## src/rtl/rd_job_sched_pkg.sv

```systemverilog
// Shared types and helpers for the host-read job scheduler and the
// request arbiter it uses.
package rd_job_sched_pkg;

    // Width of every line-count quantity seen by the read engine.
    localparam int LEN_W = 64;

    // Scheduler sequencing states.
    typedef enum logic [2:0] {
        ST_IDLE       = 3'd0,
        ST_LAUNCH     = 3'd1,
        ST_WAIT_START = 3'd2,
        ST_WAIT_DONE  = 3'd3,
        ST_COMPLETE   = 3'd4
    } t_sched_state;

    // Requester index, wide enough for the largest supported requester count (8).
    typedef logic [2:0] t_req_id;

    // Size of the next engine run: what is left of the job, capped at the chunk limit.
    function automatic logic [LEN_W-1:0] min_chunk(input logic [LEN_W-1:0] rem,
                                                   input logic [LEN_W-1:0] max_len);
        return (rem < max_len) ? rem : max_len;
    endfunction

endpackage

```

## src/rtl/rd_job_sched_rr_arbiter.sv

```systemverilog
// Combinational round-robin arbiter: picks the first asserted request at or
// after ptr, wrapping around. Returns both a one-hot grant and its index.
module rr_arbiter
    import rd_job_sched_pkg::*;
#(
    parameter int N_REQ = 4
) (
    input  logic [N_REQ-1:0]         req,
    input  logic [$clog2(N_REQ)-1:0] ptr,
    output logic [N_REQ-1:0]         gnt,
    output logic [$clog2(N_REQ)-1:0] gnt_idx,
    output logic                     gnt_any
);

    localparam int IDW = $clog2(N_REQ);

    logic [IDW-1:0] cand;

    // Scan requesters starting at ptr; the first hit wins.
    always_comb begin
        gnt     = '0;
        gnt_idx = '0;
        gnt_any = 1'b0;
        cand    = '0;
        for (int k = 0; k < N_REQ; k++) begin
            cand = IDW'((int'(ptr) + k) % N_REQ);
            if (!gnt_any && req[cand]) begin
                gnt_any   = 1'b1;
                gnt[cand] = 1'b1;
                gnt_idx   = cand;
            end
        end
    end

endmodule

```

## src/rtl/rd_job_sched.sv

```systemverilog
// Host-read job scheduler: arbitrates requesters round-robin, splits each
// job into engine runs of at most MAX_CHUNK lines and reports completion.
// Optional per-requester statistics are built when RD_JOB_SCHED_STATS_EN
// is defined.
module rd_job_sched
    import rd_job_sched_pkg::*;
#(
    parameter int N_REQ     = 4,
    parameter int AW        = 42,
    parameter int MAX_CHUNK = 64
) (
    input  logic                     clk,
    input  logic                     reset,
    input  logic [N_REQ-1:0]         req_valid,
    input  logic [N_REQ*AW-1:0]      req_addr,
    input  logic [N_REQ*LEN_W-1:0]   req_len,
    output logic [N_REQ-1:0]         req_ready,
    output logic                     cmp_valid,
    output logic [$clog2(N_REQ)-1:0] cmp_id,
    output logic                     rd_run,
    output logic [AW-1:0]            rd_first_clAddr,
    output logic [LEN_W-1:0]         rd_data_length,
    input  logic                     rd_done,
    output logic                     busy
`ifdef RD_JOB_SCHED_STATS_EN
    ,
    output logic [N_REQ*64-1:0]      stat_lines,
    output logic [N_REQ*32-1:0]      stat_jobs
`endif
);

    localparam int IDW = $clog2(N_REQ);
    localparam logic [LEN_W-1:0] MAX_LEN = LEN_W'(MAX_CHUNK);

    t_sched_state     state_q, state_d;
    logic [IDW-1:0]   rr_ptr_q, rr_ptr_d;
    logic [IDW-1:0]   cur_id_q, cur_id_d;
    logic [IDW-1:0]   cmp_id_q, cmp_id_d;
    logic [AW-1:0]    cur_addr_q, cur_addr_d;
    logic [AW-1:0]    rd_addr_q, rd_addr_d;
    logic [LEN_W-1:0] rem_q, rem_d;
    logic [LEN_W-1:0] rd_len_q, rd_len_d;
    logic             rd_run_q, rd_run_d;
    logic             cmp_valid_q, cmp_valid_d;

    logic [N_REQ-1:0] gnt;
    logic [IDW-1:0]   gnt_idx;
    logic             gnt_any;
    logic             accept;
    logic [AW-1:0]    nxt_addr;
    logic [LEN_W-1:0] nxt_rem;

    rr_arbiter #(.N_REQ(N_REQ)) u_arb (
        .req     (req_valid),
        .ptr     (rr_ptr_q),
        .gnt     (gnt),
        .gnt_idx (gnt_idx),
        .gnt_any (gnt_any)
    );

    // Nothing is accepted while reset is held, so req_ready stays low then.
    assign accept    = reset && (state_q == ST_IDLE) && gnt_any;
    assign req_ready = accept ? gnt : '0;

    // Position after the chunk currently on the engine (address may wrap).
    assign nxt_addr = cur_addr_q + AW'(rd_len_q);
    assign nxt_rem  = rem_q - rd_len_q;

    // Sequencer next-state: engine command and completion pulses are
    // registered on the transition into LAUNCH / COMPLETE.
    always_comb begin
        state_d     = state_q;
        rr_ptr_d    = rr_ptr_q;
        cur_id_d    = cur_id_q;
        cur_addr_d  = cur_addr_q;
        rem_d       = rem_q;
        rd_addr_d   = rd_addr_q;
        rd_len_d    = rd_len_q;
        cmp_id_d    = cmp_id_q;
        rd_run_d    = 1'b0;
        cmp_valid_d = 1'b0;
        case (state_q)
            ST_IDLE: begin
                if (accept) begin
                    cur_addr_d = req_addr[int'(gnt_idx)*AW +: AW];
                    rem_d      = req_len[int'(gnt_idx)*LEN_W +: LEN_W];
                    cur_id_d   = gnt_idx;
                    rr_ptr_d   = IDW'((int'(gnt_idx) + 1) % N_REQ);
                    if (rem_d == '0) begin
                        state_d     = ST_COMPLETE;
                        cmp_valid_d = 1'b1;
                        cmp_id_d    = gnt_idx;
                    end else begin
                        state_d   = ST_LAUNCH;
                        rd_run_d  = 1'b1;
                        rd_addr_d = cur_addr_d;
                        rd_len_d  = min_chunk(rem_d, MAX_LEN);
                    end
                end
            end
            ST_LAUNCH: begin
                state_d = ST_WAIT_START;
            end
            // The engine still reports done in the cycle after a run pulse.
            ST_WAIT_START: begin
                state_d = ST_WAIT_DONE;
            end
            ST_WAIT_DONE: begin
                if (rd_done) begin
                    cur_addr_d = nxt_addr;
                    rem_d      = nxt_rem;
                    if (nxt_rem == '0) begin
                        state_d     = ST_COMPLETE;
                        cmp_valid_d = 1'b1;
                        cmp_id_d    = cur_id_q;
                    end else begin
                        state_d   = ST_LAUNCH;
                        rd_run_d  = 1'b1;
                        rd_addr_d = nxt_addr;
                        rd_len_d  = min_chunk(nxt_rem, MAX_LEN);
                    end
                end
            end
            ST_COMPLETE: begin
                state_d = ST_IDLE;
            end
            default: begin
                state_d = ST_IDLE;
            end
        endcase
    end

    // Control and output registers, cleared by reset.
    always_ff @(posedge clk) begin
        if (!reset) begin
            state_q     <= ST_IDLE;
            rr_ptr_q    <= '0;
            rd_run_q    <= 1'b0;
            cmp_valid_q <= 1'b0;
            cmp_id_q    <= '0;
            rd_addr_q   <= '0;
            rd_len_q    <= '0;
        end else begin
            state_q     <= state_d;
            rr_ptr_q    <= rr_ptr_d;
            rd_run_q    <= rd_run_d;
            cmp_valid_q <= cmp_valid_d;
            cmp_id_q    <= cmp_id_d;
            rd_addr_q   <= rd_addr_d;
            rd_len_q    <= rd_len_d;
        end
    end

    // Job progress registers; always reloaded on accept, so no reset needed.
    always_ff @(posedge clk) begin
        cur_id_q   <= cur_id_d;
        cur_addr_q <= cur_addr_d;
        rem_q      <= rem_d;
    end

    assign rd_run          = rd_run_q;
    assign rd_first_clAddr = rd_addr_q;
    assign rd_data_length  = rd_len_q;
    assign cmp_valid       = cmp_valid_q;
    assign cmp_id          = cmp_id_q;
    assign busy            = (state_q != ST_IDLE);

`ifdef RD_JOB_SCHED_STATS_EN
    logic [N_REQ-1:0][63:0] lines_q, lines_d;
    logic [N_REQ-1:0][31:0] jobs_q, jobs_d;

    function automatic logic [63:0] sat_add64(input logic [63:0] a, input logic [63:0] b);
        logic [64:0] s;
        s = {1'b0, a} + {1'b0, b};
        return s[64] ? '1 : s[63:0];
    endfunction

    function automatic logic [31:0] sat_inc32(input logic [31:0] a);
        return (a == '1) ? a : a + 32'd1;
    endfunction

    // Credit finished lines and finished jobs to the requester being served.
    always_comb begin
        lines_d = lines_q;
        jobs_d  = jobs_q;
        for (int i = 0; i < N_REQ; i++) begin
            if (int'(cur_id_q) == i) begin
                if ((state_q == ST_WAIT_DONE) && rd_done) begin
                    lines_d[i] = sat_add64(lines_q[i], rd_len_q);
                end
                if (cmp_valid_q) begin
                    jobs_d[i] = sat_inc32(jobs_q[i]);
                end
            end
        end
    end

    // Statistics counters, cleared by reset.
    always_ff @(posedge clk) begin
        if (!reset) begin
            lines_q <= '0;
            jobs_q  <= '0;
        end else begin
            lines_q <= lines_d;
            jobs_q  <= jobs_d;
        end
    end

    assign stat_lines = lines_q;
    assign stat_jobs  = jobs_q;
`endif

endmodule

```

## config.mk

```make
export PLATFORM = sky130hd
export DESIGN_NAME = rd_job_sched
export DESIGN_NICKNAME = d
export VERILOG_FILES = /design/src/rtl/rd_job_sched_pkg.sv /design/src/rtl/rd_job_sched_rr_arbiter.sv /design/src/rtl/rd_job_sched.sv
export SDC_FILE = /design/constraint.sdc
export NUM_CORES = 1
export LEC_CHECK = 0
export BUFFER_PORTS_ARGS = -buffer_cell sky130_fd_sc_hd__buf_2
export CAP_MARGIN = 15
export CORE_MARGIN = 2
export CORE_UTILIZATION = 35
export DETAILED_ROUTE_END_ITERATION = 8
export PLACE_DENSITY = 0.71
export SYNTH_ARGS = -nofsm -noshare
export SYNTH_HDL_FRONTEND = slang
export SYNTH_SLANG_ARGS = --single-unit
```

## constraint.sdc

```tcl
create_clock -name clk -period 5.9 [get_ports clk]
set_input_delay 1.18 -clock clk [delete_from_list [all_inputs] [get_ports clk]]
set_output_delay 1.18 -clock clk [all_outputs]
set_load 0.05 [all_outputs]
```

# [Yosys cells after proc, flatten, opt, wreduce, memory -nomap -nowiden]
# Index checks and enable logic that the tools add are counted.
[word_totals] reg_bits=223 inputBits=431 wordCells=130
[classes] n_addsub=6 mul=1 order_cmp=10 eq_ne=9 n_shift=2 n_mux=67 bitwise_logic=3 n_reduce_logical=22
[ops] cell="$mux W64" count=8
[ops] cell="$pmux W64 S2" count=2
[ops] cell="$shiftx A256 B9 Y64" count=1
[ops] cell="$mux W42" count=6
[ops] cell="$pmux W42 S2" count=2
[ops] cell="$shiftx A168 B9 Y42" count=1
[ops] cell="$logic_not A64 Y1" count=2
[ops] cell="$lt A64 B7 Y1 const B" count=2
[ops] cell="$sub A64 B64 Y64" count=1
[ops] cell="$add A42 B42 Y42" count=1
[ops] cell="$mux W1" count=20
[ops] cell="$mux W4" count=5
[ops] cell="$mux W2" count=8
[ops] cell="$lt A2 B3 Y1 const B" count=4
[ops] cell="$mux W3" count=4
[ops] cell="$or A4 B4 Y4" count=3
[ops] cell="$pmux W3 S4" count=1
[ops] cell="$ne A2 B2 Y1 const B" count=5
[ops] cell="$reduce_and A5 Y1" count=2
[ops] cell="$logic_and A1 B1 Y1" count=9
[ops] cell="$bmux W1 S2" count=4
[ops] cell="$demux W1 S2" count=4
[ops] cell="$ge A2 B1 Y1 const B" count=4
[ops] cell="$mul A2 B5 Y7 const B" count=1
[ops] cell="13 further kinds" count=20

# [Logic depth before layout (Yosys ltp)]
[logic_depth] ltp_word=18 mapped_depth=22 depth_no_buf=16

# [Cells and area by module]
# A second synthesis with hierarchy kept.
[unflattened] cells_unflattened=2118 area_unflattened_um2=18714.2
[by_module_without_submodules] mod="rd_job_sched" instances=1 cells_per_inst=2073 area_per_inst_um2=18295.0 seq_area_each_um2=5545.3
[by_module_without_submodules] mod="rr_arbiter" instances=1 cells_per_inst=45 area_per_inst_um2=419.2 seq_area_each_um2=0.0

# [Least setup slack after synthesis]
# Ideal clock, no wire load.
[synth_path] path_kind="reg2reg" start="register rr_ptr_q[0]" end="register cur_addr_q[0], enable pin" setup_ns=0.511 arrival_time_ns=5.498 required_time_ns=5.389 slack_ns=-0.109 path_stages_with_launch=12 path_cell_list="dfxtp_1 -> buf_2 -> buf_2 -> inv_1 -> ha_1 -> mux4_2 -> or3_1 -> o21ai_0 -> a21o_1 -> clkbuf_1 -> inv_2 -> buf_1"
[synth_between] elab_chain_len=15 elab_cells_between_ends=24
[synth_lines] element="start: declaration" line="rd_job_sched.sv:36" source="logic [IDW-1:0] rr_ptr_q, rr_ptr_d;"
[synth_lines] element="start signal: assignment" line="rd_job_sched.sv:145" source="rr_ptr_q <= rr_ptr_d;"
[synth_lines] element="branches (longest 11 deep; another with $add A2 B1 Y2)"
[synth_lines] element="$mux W1 *" line="rd_job_sched_rr_arbiter.sv:27" source="if (!gnt_any && req[cand]) begin"
[synth_lines] element="$logic_and A1 B1 Y1 *" line="rd_job_sched.sv:62" source="assign accept = reset && (state_q == ST_IDLE) && gnt_any;"
[synth_lines] element="$ne A2 B2 Y1 (no line) *"
[synth_lines] element="$reduce_and A3 Y1 (no line) *"
[synth_lines] element="end signal: assignment" line="rd_job_sched.sv:157" source="cur_addr_q <= cur_addr_d;"
[synth_lines] element="end: declaration" line="rd_job_sched.sv:39" source="logic [AW-1:0] cur_addr_q, cur_addr_d;"
# Every way passes the cells marked *. The select of a mux whose other input is x is not followed.
# A chain may end at the register's enable or synchronous reset.

# [Worst setup path in the final report]
[layout_path] start="register rd_len_q[6], in the netlist rd_data_length[6]" end="register state_q[2]"
[layout_between] elab_chain_len=5
[layout_lines] element="start: declaration" line="rd_job_sched.sv:42" source="logic [LEN_W-1:0] rd_len_q, rd_len_d;"
[layout_lines] element="start signal: assignment" line="rd_job_sched.sv:150" source="rd_len_q <= rd_len_d;"
[layout_lines] element="$sub A64 B64 Y64" line="rd_job_sched.sv:67" source="assign nxt_rem = rem_q - rd_len_q;"
[layout_lines] element="$logic_not A64 Y1" line="rd_job_sched.sv:112" source="if (nxt_rem == '0) begin"
[layout_lines] element="$mux W3" line="rd_job_sched.sv:112"
[layout_lines] element="$mux W3" line="rd_job_sched.sv:109" source="if (rd_done) begin"
[layout_lines] element="$pmux W3 S4" line="rd_job_sched.sv:82" source="case (state_q)"
[layout_lines] element="end signal: assignment" line="rd_job_sched.sv:144" source="state_q <= state_d;"
[layout_lines] element="end: declaration" line="rd_job_sched.sv:35" source="t_sched_state state_q, state_d;"
# No other way between the ends. The select of a mux whose other input is x is not followed.

==> flow_metrics.tcl <==
set metrics [dict create \
    outcome "finished, final reports clean" \
    slew_headroom_pct 39.77 \
    dr_total_vias 20970 \
    fp.dieH_um 237.5 \
    synth_ff_type "dfxtp_1" \
    cts_hold_buf 0 \
    wl_um 79420 \
    synthesis.area_um2 19080 \
    cts_setup_buffers 0 \
    row_count 85 \
    cts-root-buf "clkbuf_16" \
    drtIter0Drc 2289 \
    startpoint "rd_data_length[6]" \
    grt_pass1_vias 19700 \
    crit_arrival_ns 5.94 \
    die_x_um 237.5 \
    cp_common_cell "or4_1" \
    slowest_delay_ns 0.72 \
    hold_violations 0 \
    drt_pre_antenna_iters 7 \
    fillers 5572 \
    drive_gt1_share_pct 25.27 \
    nets 3442 \
    synth_cells 2407 \
    r2r_end "state_q[2]" \
    rr_startpoint "rd_data_length[6]" \
    syn-mean-instance-area_um2 7.928 \
    dp_cells 3565 \
    ff2ff_path_depth 14 \
    cts_buffer_depth 3 \
    min_from "rd_first_clAddr[8]" \
    rsz0062_at_grt "no" \
    end_kind "register" \
    crit_chain "inv_1, ha_1, nand3_1, a2111oi_0, o21bai_1, a21oi_1, o21ai_1, o21ai_0, xnor2_1, or4b_1, or4_1, or4_1, a221o_1, nor3b_1" \
    ys_async_sr_fraction_pct 0 \
    multi_input_area_um2 12520 \
    ir_worst_vdd_v 0.0005057 \
    synth_cell_types 85 \
    cp_slowest_cell "or4_1" \
    yosysWarnings 0 \
    maxSlewViolCount 0 \
    io_pins 546 \
    worstPathRequired_ns 6.37 \
    utilization_pct 43.53 \
    path_buf_inv 1 \
    synth_top_area_share_pct 17.00 \
    synth.top_cells.by_count "417 x nand2_1, 187 x nand3_1, 186 x a21oi_1" \
    synth_area_leaders "edfxtp_1 17%, dfxtp_1 12%, nand2_1 8.2%" \
    ys_ff_latch 223 \
    cp.depth 14 \
    die-area_um2 56400 \
    place.gp.congestion 0.9811 \
    grt_pass1_wl_um 117900 \
    io_buffers 545 \
    wire_per_inst_um 21.97 \
    core-area_um2 53810 \
    crit_path_max_fanout 8 \
    period_needed_ns 5.466 \
    fin_cells 3615 \
    viasPerCell 5.800 \
    fin_ws_ns 0.4344 \
    syn_nets 2952 \
    crit_type "reg -> reg" \
    hpwlAfterDp_um 64600 \
    clk_latency_ns 0.57 \
    finClkSkew_ns 0.02098 \
    area_growth_syn_to_layout_pct 22.75 \
    synth_edf_count 108 \
    post-synth-top-count-cell "nand2_1" \
    cts_buffers 26 \
    fin_setup_tns_ns 0 \
    synth_top_area_cell "edfxtp_1" \
    drtAntennaViolNets 0 \
    seq_area_frac_synth_pct 29.06 \
    critPathTopFamily "compound AO/OA/AOI/OAI gates" \
    h-tree-depth 1 \
    seqCellArea_um2 5545 \
    drv_cap 0 \
    p_leak_nw 10.32 \
    path_clk_slew_ns 0.06 \
    initial_core_util_pct 35.46 \
    place_ws_ns 0.1215 \
    grt_antenna_before_repair 5 \
    grtUsageTotal_pct 27.01 \
    setup_viol 0 \
    crit_end "state_q[2]" \
    reg2reg_slack_ns 0.43 \
    finalCritPeriodShare_pct 92.64 \
    grt-ovfl-total 0 \
    setup.worst_path.start_class "register" \
    clock-sinks 223 \
    hp-class "reg -> reg" \
    tightest_slew_ns 0.9013 \
    power.density_nw_per_um2 613.5 \
    drc 0 \
    cts_tree "yes" \
    cts.repair.resized 0 \
    max_freq_ghz 0.1830 \
    grt_max_degree 86 \
]
==> per-stage QoR <==
stage	area, um^2	hold WS, ns	power, W
2_1_floorplan	19090	0.4561	0.009734
3_3_place_gp	22580	0.4581	0.01248
3_5_place_dp	22580	0.4661	0.01251
4_1_cts	23420	0.4818	0.01417
5_1_grt	23420	0.4961	0.01528
6_report	23420	0.4807	0.01437
==> cell usage in the layout (no fill, tap or decap), drive strengths merged, types with 52 or more instances in the layout <==
cell type / n
buf: 611
nand2: 417
nand3: 187
a21oi: 187
o21ai: 175
nor2: 116
dfxtp: 115
ha: 112
edfxtp: 108
nor3: 98
inv: 91
and2: 63
a21o: 55
mux4: 52
==> worst min-delay path, stage by stage, from the launching register on <==
cell and delay (ns):
dfxtp_1 0.30, o21ai_0 0.06, a21oi_1 0.07
==> power by group <==
group	internal (W)	switching (W)
Clock	0.000915	0.000697
Sequential	0.00253	0.000239
Combinational	0.00333	0.00665
Total	0.00678	0.00759
==> worst min path at each step <==
stage / end / cells after the start
2_1_floorplan: state_q[1] / 1
3_3_place_gp: cmp_id[0] / 2
3_5_place_dp: cmp_id[0] / 2
4_1_cts: cmp_id[0] / 2
5_1_grt: rd_data_length[51] / 1
6_report: rd_first_clAddr[8] / 2
==> layer usage <==
layer	global-route usage (%)	wire, um	up-vias
met3	4.761	7050	177
li1	-	-	9793
met2	43.53	36000	1094
met4	10.83	3441	6
met1	35.89	32880	9896
met5	0	42	-
==> sequential cells by signal, indices dropped and copies added (netlist names) <==
register	flops
rd_first_clAddr	42
rd_data_length	64
cur_addr_q	42
cmp_valid	1
state_q	3
rr_ptr_q	2
cur_id_q	2
rem_q	64
cmp_id	2
rd_run	1
==> layout make-up <==
cell class                      count  share of cell area [%]
Antenna cell                        2                 0.02137
Clock buffer                       38                   3.146
Clock inverter                     10                  0.4380
Inverter                           92                   1.512
Multi-Input combinational cell   1943                   53.46
Sequential cell                   223                   23.67
Tap cell                          696                   3.718
Timing Repair Buffer              611                   14.03
==> cells by family after synthesis <==
kind of cell	count (synthesis)	share of synthesized area [%]
DFF	223	29.06
muxes	86	7.999
xor gates and xnor gates	84	3.856
buffers and inverters	241	5.449
and+or+nand+nor	1045	25.91
adders and majority gates	114	7.554
AOI/OAI and AO/OA	614	20.17
(Power assumes the default switching activity.)
